$ cat src/rtl/c3aibadapt_sr_pkg.sv
// Shared types for the serial/parallel shift chain: FSM states, control
// strobes from the sequencer to the datapath, and the bit counter width.
package c3aibadapt_sr_pkg;

    typedef enum logic [1:0] {
        ST_IDLE  = 2'd0,
        ST_SHIFT = 2'd1,
        ST_DONE  = 2'd2
    } sr_state_e;

    // Datapath strobes, valid only in the cycle they are asserted.
    typedef struct packed {
        logic load_en;   // chain <= par_in
        logic shift_en;  // chain shifts one position
        logic cap_en;    // par_out <= post-shift chain (last shift)
    } sr_ctl_t;

    // Counter must hold WIDTH itself, hence WIDTH+1 codes.
    function automatic int cnt_w(input int width);
        return $clog2(width + 1);
    endfunction

endpackage

$ cat src/rtl/c3aibadapt_sr_chain_ctrl.sv
// Sequencer for the shift chain: IDLE/SHIFT/DONE FSM plus the count of
// shifts still owed in the current sequence.
module c3aibadapt_sr_chain_ctrl
    import c3aibadapt_sr_pkg::*;
#(
    parameter int WIDTH = 16,
    parameter int CNT_W = cnt_w(WIDTH)
) (
    input  logic             clk,
    input  logic             rst,
    input  logic             load_req,
    input  logic             shift_req,
    input  logic             abort,
    output sr_ctl_t          ctl,
    output logic             busy,
    output logic             done,
    output logic [CNT_W-1:0] bit_cnt
);

    sr_state_e        state, state_nxt;
    logic [CNT_W-1:0] cnt_nxt;

    // State and counter registers; reset wins over every request.
    always_ff @(posedge clk) begin
        if (rst) begin
            state   <= ST_IDLE;
            bit_cnt <= '0;
        end else begin
            state   <= state_nxt;
            bit_cnt <= cnt_nxt;
        end
    end

    // Next state: load beats shift in IDLE, abort cuts SHIFT short.
    always_comb begin
        state_nxt = state;
        cnt_nxt   = bit_cnt;
        case (state)
            ST_IDLE: begin
                if (!load_req && shift_req) begin
                    state_nxt = ST_SHIFT;
                    cnt_nxt   = CNT_W'(WIDTH);
                end
            end
            ST_SHIFT: begin
                if (abort) begin
                    state_nxt = ST_IDLE;
                    cnt_nxt   = '0;
                end else begin
                    // Saturate so the counter can never wrap.
                    cnt_nxt = (bit_cnt != '0) ? bit_cnt - CNT_W'(1) : '0;
                    if (bit_cnt <= CNT_W'(1))
                        state_nxt = ST_DONE;
                end
            end
            ST_DONE: begin
                state_nxt = ST_IDLE;
                cnt_nxt   = '0;
            end
            default: begin
                state_nxt = ST_IDLE;
                cnt_nxt   = '0;
            end
        endcase
    end

    // Outputs: datapath strobes and status flags.
    always_comb begin
        ctl.load_en  = (state == ST_IDLE) && load_req;
        ctl.shift_en = (state == ST_SHIFT) && !abort;
        ctl.cap_en   = ctl.shift_en && (bit_cnt == CNT_W'(1));
        busy         = (state != ST_IDLE);
        done         = (state == ST_DONE);
    end

endmodule

$ cat src/rtl/c3aibadapt_sr_chain.sv
// Serial/parallel shift chain: parallel load, WIDTH-bit shift sequence
// with abort, and a par_out shadow captured when a sequence completes.
module c3aibadapt_sr_chain
    import c3aibadapt_sr_pkg::*;
#(
    parameter int               WIDTH     = 16,
    parameter logic [WIDTH-1:0] RESET_VAL = {WIDTH{1'b0}},
    parameter bit               MSB_FIRST = 1'b1
) (
    input  logic                      clk,
    input  logic                      rst,
    input  logic                      load_req,
    input  logic [WIDTH-1:0]          par_in,
    input  logic                      shift_req,
    input  logic                      abort,
    input  logic                      ser_in,
    output logic                      ser_out,
    output logic [WIDTH-1:0]          par_out,
    output logic                      busy,
    output logic                      done,
    output logic [cnt_w(WIDTH)-1:0]   bit_cnt
);

    sr_ctl_t          ctl;
    logic [WIDTH-1:0] chain;
    logic [WIDTH-1:0] chain_shf;

    c3aibadapt_sr_chain_ctrl #(
        .WIDTH (WIDTH)
    ) u_ctrl (
        .clk       (clk),
        .rst       (rst),
        .load_req  (load_req),
        .shift_req (shift_req),
        .abort     (abort),
        .ctl       (ctl),
        .busy      (busy),
        .done      (done),
        .bit_cnt   (bit_cnt)
    );

    // Shift direction is fixed at elaboration; ser_in enters opposite ser_out.
    if (MSB_FIRST) begin : g_msb
        assign chain_shf = {chain[WIDTH-2:0], ser_in};
        assign ser_out   = chain[WIDTH-1];
    end else begin : g_lsb
        assign chain_shf = {ser_in, chain[WIDTH-1:1]};
        assign ser_out   = chain[0];
    end

    // Chain register: load or shift as strobed; holds otherwise (incl. abort).
    always_ff @(posedge clk) begin
        if (rst)
            chain <= RESET_VAL;
        else if (ctl.load_en)
            chain <= par_in;
        else if (ctl.shift_en)
            chain <= chain_shf;
    end

    // Shadow copy takes the post-shift value on the final shift only.
    always_ff @(posedge clk) begin
        if (rst)
            par_out <= RESET_VAL;
        else if (ctl.cap_en)
            par_out <= chain_shf;
    end

endmodule

$ cat config.mk
export PLATFORM = sky130hd
export DESIGN_NAME = c3aibadapt_sr_chain
export DESIGN_NICKNAME = d
export VERILOG_FILES = /design/src/rtl/c3aibadapt_sr_pkg.sv /design/src/rtl/c3aibadapt_sr_chain_ctrl.sv /design/src/rtl/c3aibadapt_sr_chain.sv
export SDC_FILE = /design/constraint.sdc
export NUM_CORES = 1
export LEC_CHECK = 0
export CORE_UTILIZATION = 52
export DETAILED_ROUTE_END_ITERATION = 6
export PLACE_DENSITY = 0.84
export SYNTH_ARGS = -nofsm -noshare
export SYNTH_HDL_FRONTEND = slang
export SYNTH_SLANG_ARGS = --single-unit
$ cat constraint.sdc
create_clock -name clk -period 4.7 [get_ports clk]
set_input_delay 0.705 -clock clk [delete_from_list [all_inputs] [get_ports clk]]
set_output_delay 0.705 -clock clk [all_outputs]
set_load 0.02 [all_outputs]
* Word level (Yosys, flattened, before mapping)
Cells that the tools add are included.
** Operators by class
- Add/sub/neg operators :: 1
- $lt $le $gt $ge :: 1
- Equality and inequality tests :: 5
- Multiplexer cells :: 10
- Reduce and logical (&&, ||, !) cells :: 11
** Operators by type and width (number)
- two-way mux 16 bit :: 2
- two-way mux 5 bit :: 3
- one-hot mux 5 bit (2 select lines) :: 1
- two-way mux 2 bit :: 3
- == test 5 x 1 -> 1 bit, second input constant :: 1
- less-or-equal comparator 5 x 1 -> 1 bit, second input constant :: 1
- nonzero test 5 bit :: 1
- subtractor 5 x 1 -> 5 bit, second input constant :: 1
- logical AND 1 bit :: 4
- one-hot mux 2 bit (2 select lines) :: 1
- nonzero test 2 bit :: 2
- inequality test 3 x 2 -> 1 bit, second input constant :: 1
- == test 2 x 1 -> 1 bit, second input constant :: 1
- == test 2 bit, second input constant :: 1
- logical NOT 1 bit :: 2
- logical NOT 2 bit :: 1
- inequality test 2 x 1 -> 1 bit, second input constant :: 1
- AND reduction 2 bit :: 1
** Storage, ports and cells
- Bits in registers :: 39
- Logic and storage cells :: 32

* Depth between registers and ports, before layout
Gate-level depths: netlist of run 1.
- Depth in word-level cells :: 4
- Depth in mapped cells :: 6

* By module
From an unflattened synthesis of run 1, not the netlist that was laid out.
** Second synthesis, totals
- Cells, all modules :: 168
- Area total of the unflattened synthesis :: 1789.2 µm²
** By module, submodules not included
- c3aibadapt_sr_chain :: instances 1, cells each 122, area an instance 1370.1 µm²
- c3aibadapt_sr_chain_ctrl :: instances 1, cells each 46, area an instance 419.2 µm²

* Worst setup path after synthesis of run 1
OpenSTA, ideal clock, no wires.
- Path type :: input-to-reg
- Start :: input port load_req
- End :: register chain[10]
- Library setup time :: 0.132 ns
- Data arrival time :: 1.538 ns
- Data required time :: 4.568 ns
- Setup slack :: 3.030 ns
- Stages :: 5
- Path buffers :: 2
- Cells stage by stage :: or3b_2 clkbuf_2 buf_6 nand3_1 a21oi_1
** On the way
- Longest elaborated chain between the ends :: 2
** Ends and longest elaborated chain
- start, declared :: line c3aibadapt_sr_chain.sv:12 : input logic load_req,
- logical AND 1 bit * :: line c3aibadapt_sr_chain_ctrl.sv:69 : ctl.load_en = (state == ST_IDLE) && load_req;
- two-way mux 16 bit or nonzero test 2 bit (tied branches)
- end signal, assigned :: line c3aibadapt_sr_chain.sv:56 : chain <= par_in;
- end signal, assigned :: line c3aibadapt_sr_chain.sv:58 : chain <= chain_shf;
- end, declared :: line c3aibadapt_sr_chain.sv:25 : logic [WIDTH-1:0] chain;
Mark *: on every way between the ends. The rest lies on a longest branch, timed or not.
A chain may end at the register's enable or synchronous reset.

* Final worst setup path of run 1
- Start :: register u_ctrl.state[1]
- End :: output port busy
** On the way
- Longest elaborated chain between the ends :: 1
** Ends and longest elaborated chain
- start, declared :: line c3aibadapt_sr_chain_ctrl.sv:20 : sr_state_e state, state_nxt;
- start signal, assigned :: line c3aibadapt_sr_chain_ctrl.sv:29 : state <= state_nxt;
- nonzero test 2 bit :: line c3aibadapt_sr_chain_ctrl.sv:72 : busy = (state != ST_IDLE);
- end, declared :: line c3aibadapt_sr_chain.sv:19 : output logic busy,
Every way passes these cells.

==> results of run 1 <==
## flip-flops by register name, summed over array words and instances, names as in the netlist
signal	cells
chain	16
par_out	16
u_ctrl.bit_cnt	5
u_ctrl.state	2
## kinds of logic after synthesis
kind of cell,Yosys count,synth area share (%)
flip-flops,39,43.2
buffers and inverters,18,5.61
AND/OR/NAND/NOR,71,25.1
adder cells (fa/ha/maj),3,2.08
AO/OA/AOI/OAI,41,14.1
XOR/XNOR,2,0.970
multiplexers,16,8.86
## worst max-delay path: cells and delay by family (launching register included)
| family | cells | cell delay [ns] |
|---|---|---|
| and+or+nand+nor | 1 | 0.37 |
| DFF | 1 | 0.39 |
| buffers and inverters | 2 | 0.68 |
## area by class of cell
class	instances	area share (%)
clock inverters	2	2.57
flip-flops and latches	39	33.4
well taps	46	2.46
repair buffers	47	19.9
inverters	3	0.481
clock buffers	6	1.76
multi-input cells	133	39.5
## synthesized netlist by cell type (all sizes together) (3+ instances only)
library cell	number	area share (%)
clkbuf	7	1.5
ha	3	2.1
nor3b	3	2.1
nand3	20	5.5
inv	3	0.62
a22oi	16	6.6
buf	8	3.5
nand3b	3	1.2
nand2b	33	11
mux2i	16	8.9
a21oi	20	5.5
dfxtp	39	43
## per-stage QoR
step	std cells	utilization (%)	setup slack (ns)	hold slack (ns)	area, sq um
global route	276	70.2	2.06	0.509	2340
detailed placement	268	67.1	1.84	0.461	2240
floorplan	190	-	3.03	0.462	1810
CTS	276	70.2	2.21	0.482	2340
global placement	268	67.1	1.94	0.459	2240
finish	276	70.2	2.22	0.478	2340
## routing by layer
| layer | global-route usage [%] | wire (um) |
|---|---|---|
| met5 | 0 | 0 |
| met1 | 27.5 | 1690 |
| met3 | 5.54 | 175 |
| met2 | 35.6 | 1860 |
| met4 | 11.7 | 70 |
## power by group through the flow
stage                     Sequential (W)  Combinational [W]  Clock (W)
after floorplan                 0.000360          0.0000516          0
after global placement          0.000360          0.0000817          0
after detailed placement        0.000361          0.0000846          0
after CTS                       0.000354          0.0000847   0.000278
after global routing            0.000356          0.0000922   0.000291
final                           0.000354          0.0000848   0.000273
## final timing paths
path / start / to / slack, ns / cells after the start
max: u_ctrl.state[1] / busy / 2.22 / 3
min: par_out[10] / par_out[10] / 0.48 / 2
min reg2reg: par_out[10] / par_out[10] / 0.48 / 2
max reg2reg: u_ctrl.state[0] / par_out[3] / 2.60 / 4
==> qor.txt, run 1 <==
========================================================================================
Outcome ................................................................... complete, no violations
Pint ......................................................................   0.000552 W
Number of buffers between clock root and the deepest sink .................            2
Final TNS setup ...........................................................         0 ns
Number of warning messages in the yosys log ...............................            0
Initial antenna violation count ...........................................            0
Fin. max-slew vios ........................................................            0
Via density ...............................................................         5.52
Die span in y .............................................................      60.9 um
Clk_lat worst skew ........................................................      0.35 ns
Via count of the first global-routing pass ................................         1383
Largest net degree at the start of global routing .........................           56
Post-CTS Resized ..........................................................            0
Achievable clock frequency ................................................      403 MHz
Die Outline Area ..........................................................   3710 sq um
Wire length of the first global-routing pass ..............................      6000 um
Hold Path Class ...........................................................   reg -> reg
Number of max-cap violations ..............................................            0
Crit path launch type .....................................................         flop
Share of the yosys chip area belonging to registers .......................        43.2%
Count of hold-fix buffers inserted at cts .................................            0
Maximum fanout along the worst path .......................................            7
TritonCTS clock tree ......................................................          yes
Distinct cell type count of the synthesized netlist .......................           32
Slew @ Worst Pin ..........................................................     0.988 ns
Worst slew slack as a fraction of its limit ...............................        33.8%
Area growth from synthesis to final layout ................................        29.6%
Setup repair after global routing missed its margin .......................        false
Sum of routed wire length over all layers .................................      3800 um
Post-route total power ....................................................   0.000712 W
Switching part of the total power .........................................        22.4%
Worst Path Required .......................................................      3.99 ns
Synthesized netlist net count .............................................          215
Final period demand of the worst path .....................................      2.48 ns
Number of search-and-repair iterations in the first detailed-routing pass .            4
Number of buffers added on ports ..........................................           45
Core area .................................................................   3340 sq um
Antenna fix cells .........................................................            0
Remaining routing DRC violations ..........................................            0
Number of nets with antenna violations after routing ......................            0
Via count .................................................................         1524
Crit path arrival time ....................................................      1.78 ns
Mapped Avg Cell Area ......................................................   9.51 sq um
EDFF count, synth .........................................................            0
Register bit total from synthesis .........................................           39
Multi-input combinational cell area .......................................    925 sq um
Cell area power density ...................................................  304 nW/um^2
Number of inserted filler cells in the final layout .......................          283
Top Ports .................................................................           46
Fraction of final layout cells sized beyond drive strength 1 ..............        5.65%
Series of cell instances along the critical path .......................... nor2_1 > inv_1 > clkdlybuf4s50_1
Commonest cells after routing, fill and taps aside ........................ 45 x sky130_fd_sc_hd__clkdlybuf4s50_1, 39 x sky130_fd_sc_hd__dfxtp_1, 33 x sky130_fd_sc_hd__nand2b_1, 20 x sky130_fd_sc_hd__nand3_1, 20 x sky130_fd_sc_hd__a21oi_1
GRT Total Usage ...........................................................        22.2%
Initial detailed-routing violation count ..................................           85
Part of the total power dissipated in combinational logic .................        11.9%
Overflow after GRT ........................................................            0
Worst-case vdd ir drop ....................................................     0.168 mV
Post-Synthesis Cell Area ..................................................   1810 sq um
Critical path start-end classification ....................................   reg -> out
Floorplan row count .......................................................           21
Syn Inst Count ............................................................          190
Die W .....................................................................      60.9 um
Category of the worst setup path capture point ............................  output port
Share of the clock period used by the worst path after layout .............        52.8%
Fraction of power consumed by the clock network ...........................        38.4%
CTS sink cnt ..............................................................           39
Commonest non-fill, non-tap cell in the layout ............................ sky130_fd_sc_hd__clkdlybuf4s50_1
Area taken by flip-flops and latches ......................................    781 sq um
Commonest register cell after synthesis ................................... sky130_fd_sc_hd__dfxtp_1
Starting utilization of the core area .....................................        54.1%
Clock Pin Slew Worst Setup and Hold Paths .................................      0.11 ns
Post-CTS setup-driven buffer insertion count ..............................            0
H-tree level count ........................................................            2
Post-Route Skew ...........................................................    0.0134 ns
Sequential cell fraction of total power ...................................        49.7%
Slowest CP cell ........................................................... sky130_fd_sc_hd__clkdlybuf4s50_1
Final hold violation count ................................................            0
Detailed placement HPWL ...................................................      2600 um
Number of CTS-inserted buffers ............................................            5
Final Setup Violations ....................................................            0
Leakage ...................................................................     0.777 nW
Switching power ...........................................................   0.000159 W
Library cell used as clock root buffer .................................... sky130_fd_sc_hd__clkbuf_4
Weighted congestion at the end of routability-driven global placement .....        0.825
Proportion of synthesized flip-flops having asynchronous set or reset .....           0%
Crit path largest cell delay ..............................................      0.56 ns
Post-layout net count .....................................................          254
WL/cell ...................................................................      13.8 um
========================================================================================
No activity file was read; power rests on OpenSTA's default activity.
==> run 2: changes to the inputs <==
--- a/config.mk
+++ b/config.mk
@@ -5,9 +5,9 @@
 export SDC_FILE = /design/constraint.sdc
 export NUM_CORES = 1
 export LEC_CHECK = 0
-export CORE_UTILIZATION = 52
+export CORE_UTILIZATION = 48
 export DETAILED_ROUTE_END_ITERATION = 6
-export PLACE_DENSITY = 0.84
+export PLACE_DENSITY = 0.79
 export SYNTH_ARGS = -nofsm -noshare
 export SYNTH_HDL_FRONTEND = slang
 export SYNTH_SLANG_ARGS = --single-unit
==> constraint.sdc (replaced) <==
create_clock -name clk -period 2.3 [get_ports clk]
set_input_delay 0.345 -clock clk [delete_from_list [all_inputs] [get_ports clk]]
set_output_delay 0.345 -clock clk [all_outputs]
set_load 0.02 [all_outputs]
==> run 2 against run 1 <==
Critical path type unchanged. Largest power group unchanged. Critical path depth rose by 1. First-iteration DRC count shrank 18%. Core utilization is 1.5 points lower. Critical endpoint unchanged. Clock-buffer cell count unchanged. Die area rose by 8.0%. Wire length rose by 6.4%. Clock power rose by 110%. Largest cell class unchanged. Register-to-register slack got worse by 2.0 ns. Hold slack worse by 0.0020 ns.
==> qor.txt, run 2 (synthesis results as in run 1) <==
========================================================================================
Library cell used as clock root buffer .................................... sky130_fd_sc_hd__clkbuf_8
Top Ports .................................................................           46
Pint ......................................................................    0.00114 W
Number of search-and-repair iterations in the first detailed-routing pass .            4
Post-Route Utilization ....................................................        68.6%
Category of the worst setup path capture point ............................  output port
Number of CTS-inserted buffers ............................................            5
Fraction of power consumed by the clock network ...........................        39.4%
Leakage ...................................................................     0.800 nW
GRT Total Usage ...........................................................        21.4%
Initial antenna violation count ...........................................            0
Final hold violation count ................................................            0
Clock Pin Slew Worst Setup and Hold Paths .................................      0.07 ns
Worst Path Required .......................................................      1.96 ns
Post-CTS Resized ..........................................................            0
Wire length of the first global-routing pass ..............................      6670 um
Number of buffers added on ports ..........................................           45
Depth of the most critical reg-to-reg path ................................            5
Die span in y .............................................................      63.4 um
Part of the total power dissipated in combinational logic .................        12.1%
Via count .................................................................         1554
Post-route total power ....................................................    0.00149 W
Sequential cell fraction of total power ...................................        48.5%
Critical path start-end classification ....................................   reg -> out
Weighted congestion at the end of routability-driven global placement .....        0.735
Starting utilization of the core area .....................................        52.1%
Remaining routing DRC violations ..........................................            0
Core area .................................................................   3470 sq um
CTS sink cnt ..............................................................           39
Switching part of the total power .........................................        23.2%
Clk_lat worst skew ........................................................      0.30 ns
Number of buffers between clock root and the deepest sink .................            2
Crit path arrival time ....................................................      1.67 ns
Post-layout net count .....................................................          257
Largest net degree at the start of global routing .........................           56
Fin. max-slew vios ........................................................            0
Post-CTS setup-driven buffer insertion count ..............................            0
Commonest non-fill, non-tap cell in the layout ............................ sky130_fd_sc_hd__clkdlybuf4s50_1
WL/cell ...................................................................      14.5 um
Final TNS setup ...........................................................         0 ns
Worst flop-to-flop path startpoint ........................................ u_ctrl.bit_cnt[0]
Destination of the worst register-to-register timing path ................. u_ctrl.bit_cnt[3]
Setup repair after global routing missed its margin .......................        false
End point of the critical path ............................................         busy
Cell area power density ...................................................  626 nW/um^2
Crit path launch type .....................................................         flop
Slew @ Worst Pin ..........................................................     0.594 ns
Share of the clock period used by the worst path after layout .............        87.5%
Switching power ...........................................................   0.000345 W
Via density ...............................................................         5.57
Registers with the most flip-flops ........................................ chain x16, par_out x16, u_ctrl.bit_cnt x5
Fraction of final layout cells sized beyond drive strength 1 ..............        7.30%
TritonCTS clock tree ......................................................          yes
H-tree level count ........................................................            2
Outcome ................................................................... complete, no violations
Area growth from synthesis to final layout ................................        31.7%
Setup slack, reg-to-reg ...................................................      0.63 ns
Achievable clock frequency ................................................      497 MHz
Final Setup Violations ....................................................            0
Hold Path Class ...........................................................   reg -> reg
Overflow after GRT ........................................................            0
Worst slew slack as a fraction of its limit ...............................        60.4%
Floorplan row count .......................................................           21
Die Outline Area ..........................................................   4010 sq um
Detailed placement HPWL ...................................................      2730 um
Source of the critical timing path ........................................ u_ctrl.state[1]
Number of max-cap violations ..............................................            0
Die W .....................................................................      63.4 um
Via count of the first global-routing pass ................................         1495
Count of hold-fix buffers inserted at cts .................................            0
Antenna fix cells .........................................................            0
Number of nets with antenna violations after routing ......................            0
Final period demand of the worst path .....................................      2.01 ns
Sum of routed wire length over all layers .................................      4040 um
Initial detailed-routing violation count ..................................           70
Commonest cells after routing, fill and taps aside ........................ 45 x sky130_fd_sc_hd__clkdlybuf4s50_1, 39 x sky130_fd_sc_hd__dfxtp_1, 33 x sky130_fd_sc_hd__nand2b_1, 20 x sky130_fd_sc_hd__nand3_1, 20 x sky130_fd_sc_hd__a21oi_1
Post-Route Skew ...........................................................   0.00426 ns
Worst-case vdd ir drop ....................................................     0.539 mV
Maximum fanout along the worst path .......................................            7
========================================================================================
-- run 2: changes by cell type in the layout (fill, tap and decap cells not counted), sizes merged --
cell and delta:
buf +3, clkinv +1, bufinv -1
-- run 2: power by group through the flow --
stage	sequential [W]	clock [W]	combinational, W
after detailed placement	0.000738	0	0.000178
after global routing	0.000726	0.000628	0.000195
final	0.000722	0.000586	0.000180
after floorplan	0.000736	0	0.000105
after global placement	0.000736	0	0.000172
after CTS	0.000722	0.000596	0.000179
-- run 2: cell type report --
class	count	area (sq um)
well taps	46	57.6
repair buffers	50	488
fillers	291	1090
inverters	3	11.3
flip-flops and latches	39	781
clock buffers	6	82.6
multi-input cells	133	925
clock inverters	2	35.0
-- run 2: metrics by stage --
| step | worst slack (ns) | std cells | hold WS [ns] | area [sq um] |
|---|---|---|---|---|
| 3_3_place_gp | 0.485 | 271 | 0.458 | 2260 |
| 4_1_cts | 0.278 | 279 | 0.478 | 2380 |
| 5_1_grt | 0.205 | 279 | 0.498 | 2380 |
| 2_1_floorplan | 0.713 | 190 | 0.462 | 1810 |
| 3_5_place_dp | 0.438 | 271 | 0.463 | 2260 |
| 6_report | 0.287 | 279 | 0.476 | 2380 |
-- run 2: worst max-delay path: stages (launching register included) --
cell and delay [ns]:
sky130_fd_sc_hd__dfxtp_1 0.48, sky130_fd_sc_hd__nor2_1 0.07, sky130_fd_sc_hd__buf_4 0.16, sky130_fd_sc_hd__inv_1 0.07, sky130_fd_sc_hd__clkdlybuf4s50_1 0.60
-- run 2: worst min path at each step --
stage | from | endpoint | cells after the start
final | par_out[5] | par_out[5] | 2
after global routing | par_out[13] | par_out[13] | 2
after CTS | par_out[14] | par_out[14] | 2
after detailed placement | par_out[11] | par_out[11] | 2
after global placement | par_out[5] | par_out[5] | 2
after floorplan | chain[0] | chain[0] | 2
-- run 2: routing by layer --
layer / vias up / GRT usage (%) / part of all wire, %
met2: 55 / 37.1 / 52
met1: 732 / 23.5 / 41
met5: - / 0 / 0
met3: 10 / 6.52 / 4.6
met4: 0 / 9.94 / 2.3
li1: 757 / - / -
==> patch: new RTL, settings of run 2 <==
`WIDTH` is set to 16 in 2 places; all go to 14.
--- a/src/rtl/c3aibadapt_sr_chain_ctrl.sv
+++ b/src/rtl/c3aibadapt_sr_chain_ctrl.sv
@@ -5,3 +5,3 @@
 #(
-    parameter int WIDTH = 16,
+    parameter int WIDTH = 14,
     parameter int CNT_W = cnt_w(WIDTH)
--- a/src/rtl/c3aibadapt_sr_chain.sv
+++ b/src/rtl/c3aibadapt_sr_chain.sv
@@ -5,3 +5,3 @@
 #(
-    parameter int               WIDTH     = 16,
+    parameter int               WIDTH     = 14,
     parameter logic [WIDTH-1:0] RESET_VAL = {WIDTH{1'b0}},
Interface: changed (resized bit_cnt, par_in and par_out); port bits go from 46 to 41. No check against the original RTL was run, so the function may have changed too.
==> patch against run 2 <==
Area after synthesis decreased by 18%. Wire length decreased by 19%. Final area decreased by 19%. The flow now finishes with violations (DRC). Sequential share of layout area increased by 2.4 points. Combinational power decreased by 26%. Sequential power decreased by 12%. Worst setup slack got worse by 87 ps. Power decreased by 25%. Fmax decreased by 4.2%. Sequential cell count decreased by 5.
==> patch: results (changes against run 2) <==
Clock Tree Buf Depth: 2 (unchanged)
Leakage: 0.6531 nW (was 0.8000 nW)
pin count of the biggest net entering global routing: 15 (was 56)
first drt pass iteration count: 6 (was 4)
register area share after synthesis: 45.87% (was 43.21%)
Yosys cell types: 34 (was 32)
Synthesized Nets: 188 (was 215)
Total GRT Usage: 21.56% (was 21.36%)
Clock Latency Late Sink: 340 ps (was 300 ps)
crit path max fanout: 10 (was 7)
Root Buffer Master: clkbuf_4 (was clkbuf_8)
IO buf count: 40 (was 45)
CP max stage cell: clkdlybuf4s50_1 (unchanged)
routability cong.: 0.8100 (was 0.7351)
vias in the first global route: 1262 (was 1495)
main flop type after synthesis: dfxtp_1 (unchanged)
H-tree depth: 2 (unchanged)
# rows: 19 (was 21)
largest stage delay on the critical path: 600 ps (about the same)
Vias/cell: 5.306 (was 5.570)
Least-Margin Pin Slew: 864.4 ps (was 593.6 ps)
total clock buffers created by CTS: 5 (unchanged)
post-CTS sizing: 0 (unchanged)
async set-reset flop share out of synthesis: 0% (unchanged)
Worst-path clk slew: 110 ps (was 70 ps)
Yosys Warn Count: 0 (unchanged)
syn avg cell area: 8.833 um^2 (was 9.509 um^2)
non-filler cells, final: 242 (was 279)
initial antenna violation count: 0 (unchanged)
post-CTS setup repair buffer count: 0 (unchanged)
fill cell count: 259 (was 291)
Antenna diodes: 0 (unchanged)
drc violations: 5 (was 0)
failing checks: DRC
most frequent cells after synthesis: dfxtp_1 (34), nand2_1 (29), inv_1 (15) (was dfxtp_1 (39), nand2b_1 (33), a21oi_1 (20), nand3_1 (20))
Worst VDD drop: 0.3704 mV (was 0.5393 mV)
DR iter-0 viols: 44 (was 70)
Detail Placement HPWL: 2346 um (was 2732 um)
Post-Place Cells: 234 (was 271)
share of cells above drive strength 1: 14.22% (was 7.296%)
Regs by FF count: chain x14, par_out x14, u_ctrl.bit_cnt x4 (was chain x16, par_out x16, u_ctrl.bit_cnt x5)
status: finished with violations (was complete, no violations)
first-pass GRT wire length: 5333 um (was 6672 um)
Avg WL per Cell: 13.51 um (was 14.49 um)
worst hold path type: reg2reg (unchanged)
Setup Skew: 14.07 ps (was 4.260 ps)
top cells by area, synth: dfxtp_1 (46%), nand2_1 (7.3%), a22oi_1 (7.1%) (was dfxtp_1 (43%), nand2b_1 (11%), mux2i_1 (8.9%))
==> patch: cell types whose count changed in the layout (fill, tap and decap cells not counted), moves of 7 or more <==
cell,run 2,this run
nand3_1,20,1
a21oi_2,0,10
inv_1,3,15
nand2_1,0,29
a21oi_1,20,11
o21ai_1,0,10
mux2i_1,16,1
o21ai_0,1,8
nand2b_1,33,0
==> patch: final timing paths <==
check / start / endpoint / slack, ps / cells past startpoint
setup reg to reg: u_ctrl.state[0] / chain[4] / 640 / 3
setup / recovery: u_ctrl.state[1] / busy / 200 / 3
hold / removal: par_out[1] / par_out[1] / 470 / 2
hold reg to reg: par_out[1] / par_out[1] / 470 / 2
==> patch: critical path, delay by kind of cell, from the launching register on <==
family	cells	cell delay, ps
and+or+nand+nor	1	170
DFF	1	570
buffers and inverters	2	680
==> patch: layer usage <==
| layer | wire length (um) | vias to the layer above | track usage, % | share of wire (%) |
|---|---|---|---|---|
| li1 | - | 657 | - | - |
| met1 | 1351 | 572 | 24.32 | 41 |
| met2 | 1597 | 47 | 36.88 | 49 |
| met3 | 251 | 8 | 7.256 | 7.7 |
| met4 | 70 | 0 | 9.408 | 2.1 |
| met5 | 0 | - | 0 | 0 |
==> patch: cell families after synthesis <==
group	after synthesis	synth area share, %
AND/OR/NAND/NOR	51	18.80
AO/OA/AOI/OAI	57	24.87
buffers and inverters	25	9.780
flip-flops	34	45.87
multiplexers	1	0.6746
==> patch: cell type report <==
class | instances | share of cell area (%)
multi-input combinational | 109 | 34.07
timing repair buffer | 45 | 22.67
clock buffer | 7 | 2.850
inverter | 15 | 2.915
clock inverter | 1 | 0.2591
sequential | 34 | 35.23
tap | 31 | 2.008
==> patch: power by group <==
| part | leakage, nW | switching (mW) | internal (mW) |
|---|---|---|---|
| registers | 0.277 | 0.0239 | 0.611 |
| logic | 0.341 | 0.0630 | 0.0714 |
| clock network | 0.0353 | 0.194 | 0.148 |
| total | 0.653 | 0.281 | 0.831 |
==> patch: through the flow <==
| stage | setup slack, ps | instance area, um^2 |
|---|---|---|
| 5_1_grt | 94.77 | 1932 |
| 2_1_floorplan | 978.5 | 1484 |
| 4_1_cts | 189.1 | 1932 |
| 3_5_place_dp | 255.7 | 1872 |
| 3_3_place_gp | 341.0 | 1872 |
| 6_report | 199.3 | 1932 |
